<file path="config.mk">
export PLATFORM = sky130hd
export DESIGN_NAME = alu_cmd_sequencer
export DESIGN_NICKNAME = d
export VERILOG_FILES = /design/src/rtl/alu_cmd_sequencer.sv
export SDC_FILE = /design/constraint.sdc
export NUM_CORES = 1
export LEC_CHECK = 0
export CAP_MARGIN = 10
export CORE_MARGIN = 4
export CORE_UTILIZATION = 30
export CTS_BUF_LIST = sky130_fd_sc_hd__clkbuf_2 sky130_fd_sc_hd__clkbuf_4 sky130_fd_sc_hd__clkbuf_8
export DETAILED_ROUTE_END_ITERATION = 12
export PLACE_DENSITY = 0.68
export SLEW_MARGIN = 20
export SYNTH_ARGS = -nofsm -noshare
export SYNTH_HDL_FRONTEND = slang
export SYNTH_SLANG_ARGS = --single-unit
</file>
<file path="constraint.sdc">
create_clock -name CLK -period 4.28 [get_ports CLK]
set_input_delay 0.428 -clock CLK [delete_from_list [all_inputs] [get_ports CLK]]
set_output_delay 0.428 -clock CLK [all_outputs]
set_load 0.005 [all_outputs]
</file>
<file path="src/rtl/alu_cmd_sequencer.sv">
// rtl/alu_cmd_sequencer.sv - issue/collect sequencer for the ALU's registered functional units
module alu_cmd_sequencer #(
  parameter int IN_DATA_WIDTH  = 16,
  parameter int OUT_DATA_WIDTH = 16
) (
  input  logic                      CLK,
  input  logic                      RST,
  input  logic [IN_DATA_WIDTH-1:0]  Cmd_A,
  input  logic [IN_DATA_WIDTH-1:0]  Cmd_B,
  input  logic [3:0]                Cmd_FUN,
  input  logic                      Cmd_Valid,
  output logic                      Cmd_Ready,
  output logic [IN_DATA_WIDTH-1:0]  Unit_A,
  output logic [IN_DATA_WIDTH-1:0]  Unit_B,
  output logic [1:0]                Unit_FUNC,
  output logic                      Arith_Enable,
  output logic                      Logic_Enable,
  output logic                      CMP_Enable,
  output logic                      Shift_Enable,
  input  logic [OUT_DATA_WIDTH-1:0] Arith_OUT,
  input  logic [OUT_DATA_WIDTH-1:0] Logic_OUT,
  input  logic [OUT_DATA_WIDTH-1:0] CMP_OUT,
  input  logic [OUT_DATA_WIDTH-1:0] Shift_OUT,
  input  logic                      Arith_Flag,
  input  logic                      Logic_Flag,
  input  logic                      CMP_Flag,
  input  logic                      Shift_Flag,
  output logic [OUT_DATA_WIDTH-1:0] Res_OUT,
  output logic                      Res_Err,
  output logic                      Res_Valid,
  input  logic                      Res_Ready,
  output logic                      Busy
);

  typedef enum logic [1:0] {IDLE, ISSUE, WAIT, HOLD} state_t;

  state_t     state;
  logic [1:0] sel;

  always_ff @(posedge CLK or negedge RST) begin
    if (!RST) begin
      state        <= IDLE;
      sel          <= 2'b00;
      Unit_A       <= '0;
      Unit_B       <= '0;
      Unit_FUNC    <= 2'b00;
      Arith_Enable <= 1'b0;
      Logic_Enable <= 1'b0;
      CMP_Enable   <= 1'b0;
      Shift_Enable <= 1'b0;
      Res_OUT      <= '0;
      Res_Err      <= 1'b0;
      Res_Valid    <= 1'b0;
      Busy         <= 1'b0;
      Cmd_Ready    <= 1'b1;
    end else begin
      case (state)
        IDLE: begin
          if (Cmd_Valid) begin
            Unit_A       <= Cmd_A;
            Unit_B       <= Cmd_B;
            Unit_FUNC    <= Cmd_FUN[1:0];
            sel          <= Cmd_FUN[3:2];
            // Enables are registered here so they are high for the ISSUE cycle only.
            Arith_Enable <= (Cmd_FUN[3:2] == 2'b00);
            Logic_Enable <= (Cmd_FUN[3:2] == 2'b01);
            CMP_Enable   <= (Cmd_FUN[3:2] == 2'b10);
            Shift_Enable <= (Cmd_FUN[3:2] == 2'b11);
            Cmd_Ready    <= 1'b0;
            Busy         <= 1'b1;
            state        <= ISSUE;
          end
        end
        ISSUE: begin
          Arith_Enable <= 1'b0;
          Logic_Enable <= 1'b0;
          CMP_Enable   <= 1'b0;
          Shift_Enable <= 1'b0;
          state        <= WAIT;
        end
        WAIT: begin
          // Units registered their result at the end of ISSUE; pick it up with the latched select.
          case (sel)
            2'b00: begin Res_OUT <= Arith_OUT; Res_Err <= ~Arith_Flag; end
            2'b01: begin Res_OUT <= Logic_OUT; Res_Err <= ~Logic_Flag; end
            2'b10: begin Res_OUT <= CMP_OUT;   Res_Err <= ~CMP_Flag;   end
            default: begin Res_OUT <= Shift_OUT; Res_Err <= ~Shift_Flag; end
          endcase
          Res_Valid <= 1'b1;
          state     <= HOLD;
        end
        HOLD: begin
          if (Res_Ready) begin
            Res_Valid <= 1'b0;
            Cmd_Ready <= 1'b1;
            Busy      <= 1'b0;
            state     <= IDLE;
          end
        end
        default: state <= IDLE;
      endcase
    end
  end

endmodule

</file>
# Yosys cells after proc, flatten, opt, wreduce, memory -nomap -nowiden
# Index checks and enable logic that the tools add are counted.
[totals]
register_bits = 62
in_bits = 108
[op_classes]
eq_ne = 10
n_mux = 20
bitwise_logic = 4
reduce_logical = 11
[ops]
columns = ["operator", "n"]
rows = [
  ["case mux 16 bit (3 select lines)", 1],
  ["case mux 1 bit (2 select lines)", 7],
  ["equality test 2 bit, second input constant", 5],
  ["two-way mux 1 bit", 8],
  ["case mux 2 bit (4 select lines)", 1],
  ["AND reduction 2 bit", 4],
  ["equality test 2 x 1 -> 1 bit, second input constant", 3],
  ["logical NOT 2 bit", 3],
  ["nonzero test 2 bit", 3],
  ["two-way mux 2 bit", 2],
  ["!= test 2 bit, second input constant", 2],
  ["inverter 1 bit", 4],
  ["case mux 1 bit (3 select lines)", 1],
  ["AND reduction 3 bit", 1],
]

# Logic depth before layout (Yosys ltp)
# Gate-level depths: netlist of the first run.
[depth]
depth_word = 3
ltp_mapped = 8
mapped_depth_nobuf = 5

# Worst setup path after synthesis of the first run
# No wires, ideal clock.
[synth_timing]
path_kind = "register to register"
startpoint = "register state[0]"
endpoint = "register Unit_A[0]"
arrival_ns = 1.405
required_time_ns = 4.155
setup_slack_ns = 2.750
path_stages_with_launch = 8
synth_period_minus_slack_ns = 1.530
cell_sequence = "dfrtp_1 > inv_1 > ha_1 > buf_6 > nand2_4 > buf_6 > buf_6 > mux2_4"
[synth_between]
elab_chain_cells = 2
[synth_lines]
columns = ["element", "line_no", "source"]
rows = [
  ["start, declared", "37", "state_t state;"],
  ["start signal, assigned", "42", "state <= IDLE;"],
  ["start signal, assigned", "71", "state <= ISSUE;"],
  ["start signal, assigned", "79", "state <= WAIT;"],
  ["logical NOT 2 bit", "57", "case (state)"],
  ["AND reduction 2 bit (no source line)", "--", ""],
  ["end signal, assigned", "60", "Unit_A <= Cmd_A;"],
  ["end, declared", "13", "output logic [IN_DATA_WIDTH-1:0] Unit_A,"],
]
# No other way between the ends.
# A chain may end at the register's enable or synchronous reset.

# Worst setup path after layout of the first run
[layout_timing]
startpoint = "register state[0]"
endpoint = "register Res_OUT[13]"
[layout_between]
elab_chain_cells = 1
[layout_lines]
columns = ["element", "line_no", "source"]
rows = [
  ["equality test 2 bit", "57", ""],
  ["end signal, assigned", "84", "2'b00: begin Res_OUT <= Arith_OUT; Res_Err <= ~Arith_Flag; end"],
  ["end signal, assigned", "85", "2'b01: begin Res_OUT <= Logic_OUT; Res_Err <= ~Logic_Flag; end"],
  ["end signal, assigned", "87", "default: begin Res_OUT <= Shift_OUT; Res_Err <= ~Shift_Flag; end"],
  ["end, declared", "28", "output logic [OUT_DATA_WIDTH-1:0] Res_OUT,"],
]
# No other way between the ends.

==> results of run 1 <==
-- cells in the mapped netlist --
cell       instances  area [µm²]
nand2_1           21        78.8
a21boi_2           1        11.3
a21oi_1            3        15.0
o32ai_1            2        17.5
mux2_4            17         255
o21ai_0            1        5.00
nand2b_4           1        13.8
o221ai_1          17         149
ha_1               5        62.6
buf_2              4        20.0
nor3b_1            1        7.51
a22o_1             4        35.0
mux2_2            38         428
dfrtp_1           61        1530
inv_1             23        86.3
buf_6              8        90.1
dfstp_2            1        26.3
mux2i_1           18         180
buf_4              1        7.51
nand2_4            1        11.3
clkbuf_1           2        7.51
nor2_1             4        15.0
nor2b_1            1        6.26
o2bb2ai_1          2        17.5
nor3_1             1        5.00
-- registers in the layout, summed over array words and instances, names as in the netlist --
register,flops
CMP_Enable,1
Unit_FUNC,2
Shift_Enable,1
Busy,1
sel,2
state,2
Logic_Enable,1
Res_Valid,1
Unit_A,16
Cmd_Ready,1
Arith_Enable,1
Unit_B,16
Res_OUT,16
Res_Err,1
-- metal layers --
| layer | GRT usage | part of all wire |
|---|---|---|
| met4 | 0.0481 | 0.016 |
| met2 | 0.227 | 0.47 |
| met5 | 0 | 0 |
| met1 | 0.180 | 0.41 |
| met3 | 0.0540 | 0.098 |
-- how the worst max path moves through the flow --
stage                                    start                 endpoint  slack, ns
after CTS                 state[0]$_DFFE_PN0P_      Res_Err$_DFFE_PN0P_       2.00
final                     state[0]$_DFFE_PN0P_  Res_OUT[13]$_DFFE_PN0P_       2.08
after global routing      state[0]$_DFFE_PN0P_  Res_OUT[13]$_DFFE_PN0P_       1.78
after global placement    state[0]$_DFFE_PN0P_  Res_OUT[14]$_DFFE_PN0P_       1.81
after detailed placement  state[0]$_DFFE_PN0P_      Res_Err$_DFFE_PN0P_       2.02
after floorplan           state[0]$_DFFE_PN0P_    Unit_A[0]$_DFFE_PN0P_       2.75
-- final cells by class --
type | instances | area share
inverter | 23 | 0.0173
multi-input combinational | 138 | 0.263
sequential | 62 | 0.310
tap | 133 | 0.0333
timing repair buffer | 167 | 0.332
clock buffer | 11 | 0.0302
clock inverter | 4 | 0.0140
-- cells by family (layout without fill, tap and decap cells) --
kind of cell	Yosys count	in the layout	share of synthesized area
buffers and inverters	38	205	0.0687
adder cells (fa/ha/maj)	5	5	0.0203
AO/OA/AOI/OAI	30	30	0.0813
multiplexers	73	73	0.280
AND/OR/NAND/NOR	30	30	0.0447
flip-flops	62	62	0.504
-- where the power goes --
group	total [mW]	switching, mW	leakage [nW]	internal, mW
combinational	1.59	0.583	1.29	1.01
clock	0.577	0.222	0.115	0.355
sequential	1.05	0.164	0.744	0.884
total	3.21	0.969	2.15	2.24
-- worst register-to-register path, stage by stage, from the launching register on --
cell,delay [ns]
dfrtp_1,0.40
inv_1,0.13
ha_1,0.66
nor2b_2,0.69
nand2_1,0.12
o221ai_1,0.10
==> flow_summary.toml, run 1 <==
[pwr]
total_leakage_power_nw = 2.15
ir_drop_uv = 344
p_per_area_mw_per_mm2 = 642
p_total_mw = 3.21

[cells_and_area]
mostFrequentLayoutCell = "clkdlybuf4s50_1"
multi_input_area_mm2 = 0.00132
area_delta_synth_final_pct = 62.6
design_area_mm2 = 0.00500
layout-drive-gt1-share = 0.193
nets = 514
n_fill_cell = 866
fin_cells = 538
fin_util = 0.507
seq_area_mm2 = 0.00155
n_antenna_cell = 0
final_cell_mix = "clkdlybuf4s50_1, dfrtp_1, mux2_2, inv_1, nand2_1"

[placed_design]
portBuffers = 165
gp_congestion = 0.735
dp_slack_ns = 2.02
placed_cells = 523
place_area_mm2 = 0.00478
hpwl_mm = 6.41

[worst_setup_path]
crit_cells = 5
r2r-end = "Res_OUT[13]$_DFFE_PN0P_"
rr_worst_depth = 5
r2r_slack_ns = 2.08
slowest_delay_ns = 0.69
worstPathMaxFanout = 21
cp_num_buf_inv = 1
critPathArrivalTime_ns = 2.44
r2r_start = "state[0]$_DFFE_PN0P_"
crit_family = "simple AND/OR/NAND/NOR gates"
worstPathRequired_ns = 4.52
cp-end-kind = "register"
startpoint_type = "register"
crit_path_top_delay_cell = "nor2b_2"
setup.worst_path.class = "register to register"
worstPathCellList = "inv_1 > ha_1 > nor2b_2 > nand2_1 > o221ai_1"

[sta]
setup_tns_ns = 0
final_max_slew_viol_count = 0
fin_crit_sh = 0.515
setup_viol = 0
rsz0062_at_grt = "false"
fin_ws_ns = 2.08
worst_pin_slew_ns = 0.801
relSlewSlack = 0.466
holdWs_ns = 0.268
hold_viol = 0
post-route-min-period_ns = 2.20
max_freq_ghz = 0.454
fin_worst_skew_ns = 0.00813

[synth]
synth_area_mm2 = 0.00308
syn_avg_cell_area_um2 = 12.9
synth_nets = 351
ys_ff_latch = 62
ys_types = 25
yosysWarnings = 0
synth_cells = 238
ys_seq_area_frac = 0.504

[clocking]
cts.path.max_buffers = 2
post_cts_buffers = 0
numCtsBuffers = 9
root_buffer = "clkbuf_8"
hold_buffers = 0
cts-resized-gates = 0
cts_tree = "yes"
cts_max_level = 3
insertion_delay_ns = 0.34
path_clk_slew_ns = 0.07
clock_sinks = 62

[global_routing]
grt_pass1_wl_mm = 13.1
grt.total_usage = 0.143
grt_pass1_vias = 2551
grt_overflow_total = 0
antenna_found_initial = 0
grt_max_degree = 63

[route]
first_pass_iters = 4
ant_nets = 0
routed_via_density = 4.51
wl_mm = 8.60
wl_per_cell_um = 16.0
vias = 2426
route.detailed.drc = 0
drt_iter0_drc = 77

[floorplan]
num_io_pins = 166
die_height_um = 109
die-area_mm2 = 0.0119
start_util = 0.312
die_w_um = 109
rows = 36
coreArea_mm2 = 0.00986

[outcome]
status = "completed"

[hold_path]
hold_class = "primary input to async pin"

[run]
cap_violations = 0
(Power assumes the default switching activity.)
==> run 2: changes to the inputs <==
==> constraint.sdc (replaced) <==
create_clock -name CLK -period 2.1 [get_ports CLK]
set_input_delay 0.21 -clock CLK [delete_from_list [all_inputs] [get_ports CLK]]
set_output_delay 0.21 -clock CLK [all_outputs]
set_load 0.005 [all_outputs]
==> flow_summary.toml, run 2 (synthesized netlist as in run 1, its figures left out) <==
[cells_and_area]
final_cell_mix = "clkdlybuf4s50_1, dfrtp_1, mux2_2, inv_1, nand2_1"
reg.largest.list = "Res_OUT (16), Unit_A (16), Unit_B (16)"
fin_cells = 543
n_antenna_cell = 0
layout-drive-gt1-share = 0.200
area_delta_synth_final_pct = 64.9
design_area_mm2 = 0.00508
mostFrequentLayoutCell = "clkdlybuf4s50_1"
nets = 518

[clocking]
post_cts_buffers = 0
cts.path.max_buffers = 2
insertion_delay_ns = 0.32
clock_sinks = 62
cts_max_level = 3
numCtsBuffers = 9
path_clk_slew_ns = 0.07
cts_tree = "yes"
root_buffer = "clkbuf_8"

[sta]
fin_worst_skew_ns = 0.0110
worst_pin_slew_ns = 0.720
max_freq_ghz = 0.527
setup_viol = 0
rsz0062_at_grt = "false"
relSlewSlack = 0.520
setup_tns_ns = 0
post-route-min-period_ns = 1.90
fin_crit_sh = 0.904
holdWs_ns = 0.490
final_max_slew_viol_count = 0
hold_viol = 0

[route]
wl_mm = 8.74
routed_via_density = 4.50
route.detailed.drc = 0
wl_per_cell_um = 16.1
drt_iter0_drc = 71
first_pass_iters = 4
vias = 2443
ant_nets = 0

[worst_setup_path]
worstPathMaxFanout = 9
worstPathCellList = "inv_1 > ha_1 > nand2_4 > buf_4 > mux2_4"
crit_family = "adder cells"
setup.worst_path.class = "register to register"
startpoint_type = "register"
crit_path_top_delay_cell = "ha_1"
cp-end-kind = "register"
cp_num_buf_inv = 2
slowest_delay_ns = 0.44
worstPathRequired_ns = 2.31
critPathArrivalTime_ns = 2.10

[hold_path]
hold_class = "primary input to async pin"

[pwr]
switching_share = 0.300
pwr-share-clk = 0.178
p_seq_frac = 0.323
combPwrFrac = 0.499
p_switching_mw = 1.98
p_int_mw = 4.63
total_leakage_power_nw = 2.19
ir_drop_uv = 549
p_total_mw = 6.61
p_per_area_mw_per_mm2 = 1300

[placed_design]
placed_cells = 526
gp_congestion = 0.767
hpwl_mm = 6.67
place_area_mm2 = 0.00484
portBuffers = 165

[floorplan]
die_height_um = 109
rows = 36
coreArea_mm2 = 0.00986
num_io_pins = 166
die_w_um = 109
die-area_mm2 = 0.0119
start_util = 0.312

[global_routing]
antenna_found_initial = 0
grt_pass1_wl_mm = 13.0
grt_max_degree = 36
grt_overflow_total = 0
grt_pass1_vias = 2591
grt.total_usage = 0.141

[run]
cap_violations = 0

[outcome]
status = "completed"
## run 2: changes by cell type in the layout (fill, tap and decap cells not counted)
cell / change
clkbuf_4: +2
buf_12: +3
clkbuf_8: -1
dlygate4sd3_1: +1
## run 2: power groups by stage
| stage | registers, mW | clock network (mW) | logic, mW |
|---|---|---|---|
| final | 2.14 | 1.18 | 3.30 |
| after global routing | 2.21 | 1.27 | 3.56 |
| after CTS | 2.14 | 1.22 | 3.37 |
| after detailed placement | 2.15 | 0 | 3.35 |
| after global placement | 2.14 | 0 | 3.28 |
| after floorplan | 2.17 | 0 | 1.68 |
## run 2: final timing paths
check	start	endpoint	slack, ns	cells past startpoint
worst min-delay path	RST	Res_OUT[15]$_DFFE_PN0P_	0.49	2
worst max-delay path	state[0]$_DFFE_PN0P_	Unit_B[13]$_DFFE_PN0P_	0.20	5
min in group CLK	Cmd_B[15]	Unit_B[15]$_DFFE_PN0P_	0.49	2
worst min register to register	Unit_B[3]$_DFFE_PN0P_	Unit_B[3]$_DFFE_PN0P_	0.50	1
worst max register to register	state[0]$_DFFE_PN0P_	Unit_B[13]$_DFFE_PN0P_	0.20	5
max in group asynchronous	RST	Res_OUT[9]$_DFFE_PN0P_	0.96	3
## run 2: through the flow
stage,setup WS [ns],utilization
6_report,0.201,0.515
5_1_grt,0.0921,0.515
4_1_cts,0.0974,0.514
3_5_place_dp,0.119,0.491
3_3_place_gp,0.206,0.491
2_1_floorplan,0.570,-
## run 2: final cells by class
cell class                 instances  area [µm²]
fill                             893        4790
timing repair buffer             171        1730
sequential                        62        1550
multi-input combinational        138        1320
tap                              133         166
clock buffer                      12         153
inverter                          23        86.3
clock inverter                     4        70.1
## run 2: what timing repair did
| item | CTS | global route |
|---|---|---|
| gates resized for setup | 0 | 0 |
| endpoints found under the hold margin | 28 | 0 |
| hold buffers | 1 | 0 |
| endpoints found under the setup margin | 0 | 0 |
## run 2: metal layers
| metal | routed length (µm) | global-route usage |
|---|---|---|
| met1 | 3470 | 0.172 |
| met2 | 4380 | 0.242 |
| met3 | 823 | 0.0405 |
| met4 | 68 | 0.0427 |
| met5 | 0 | 0 |
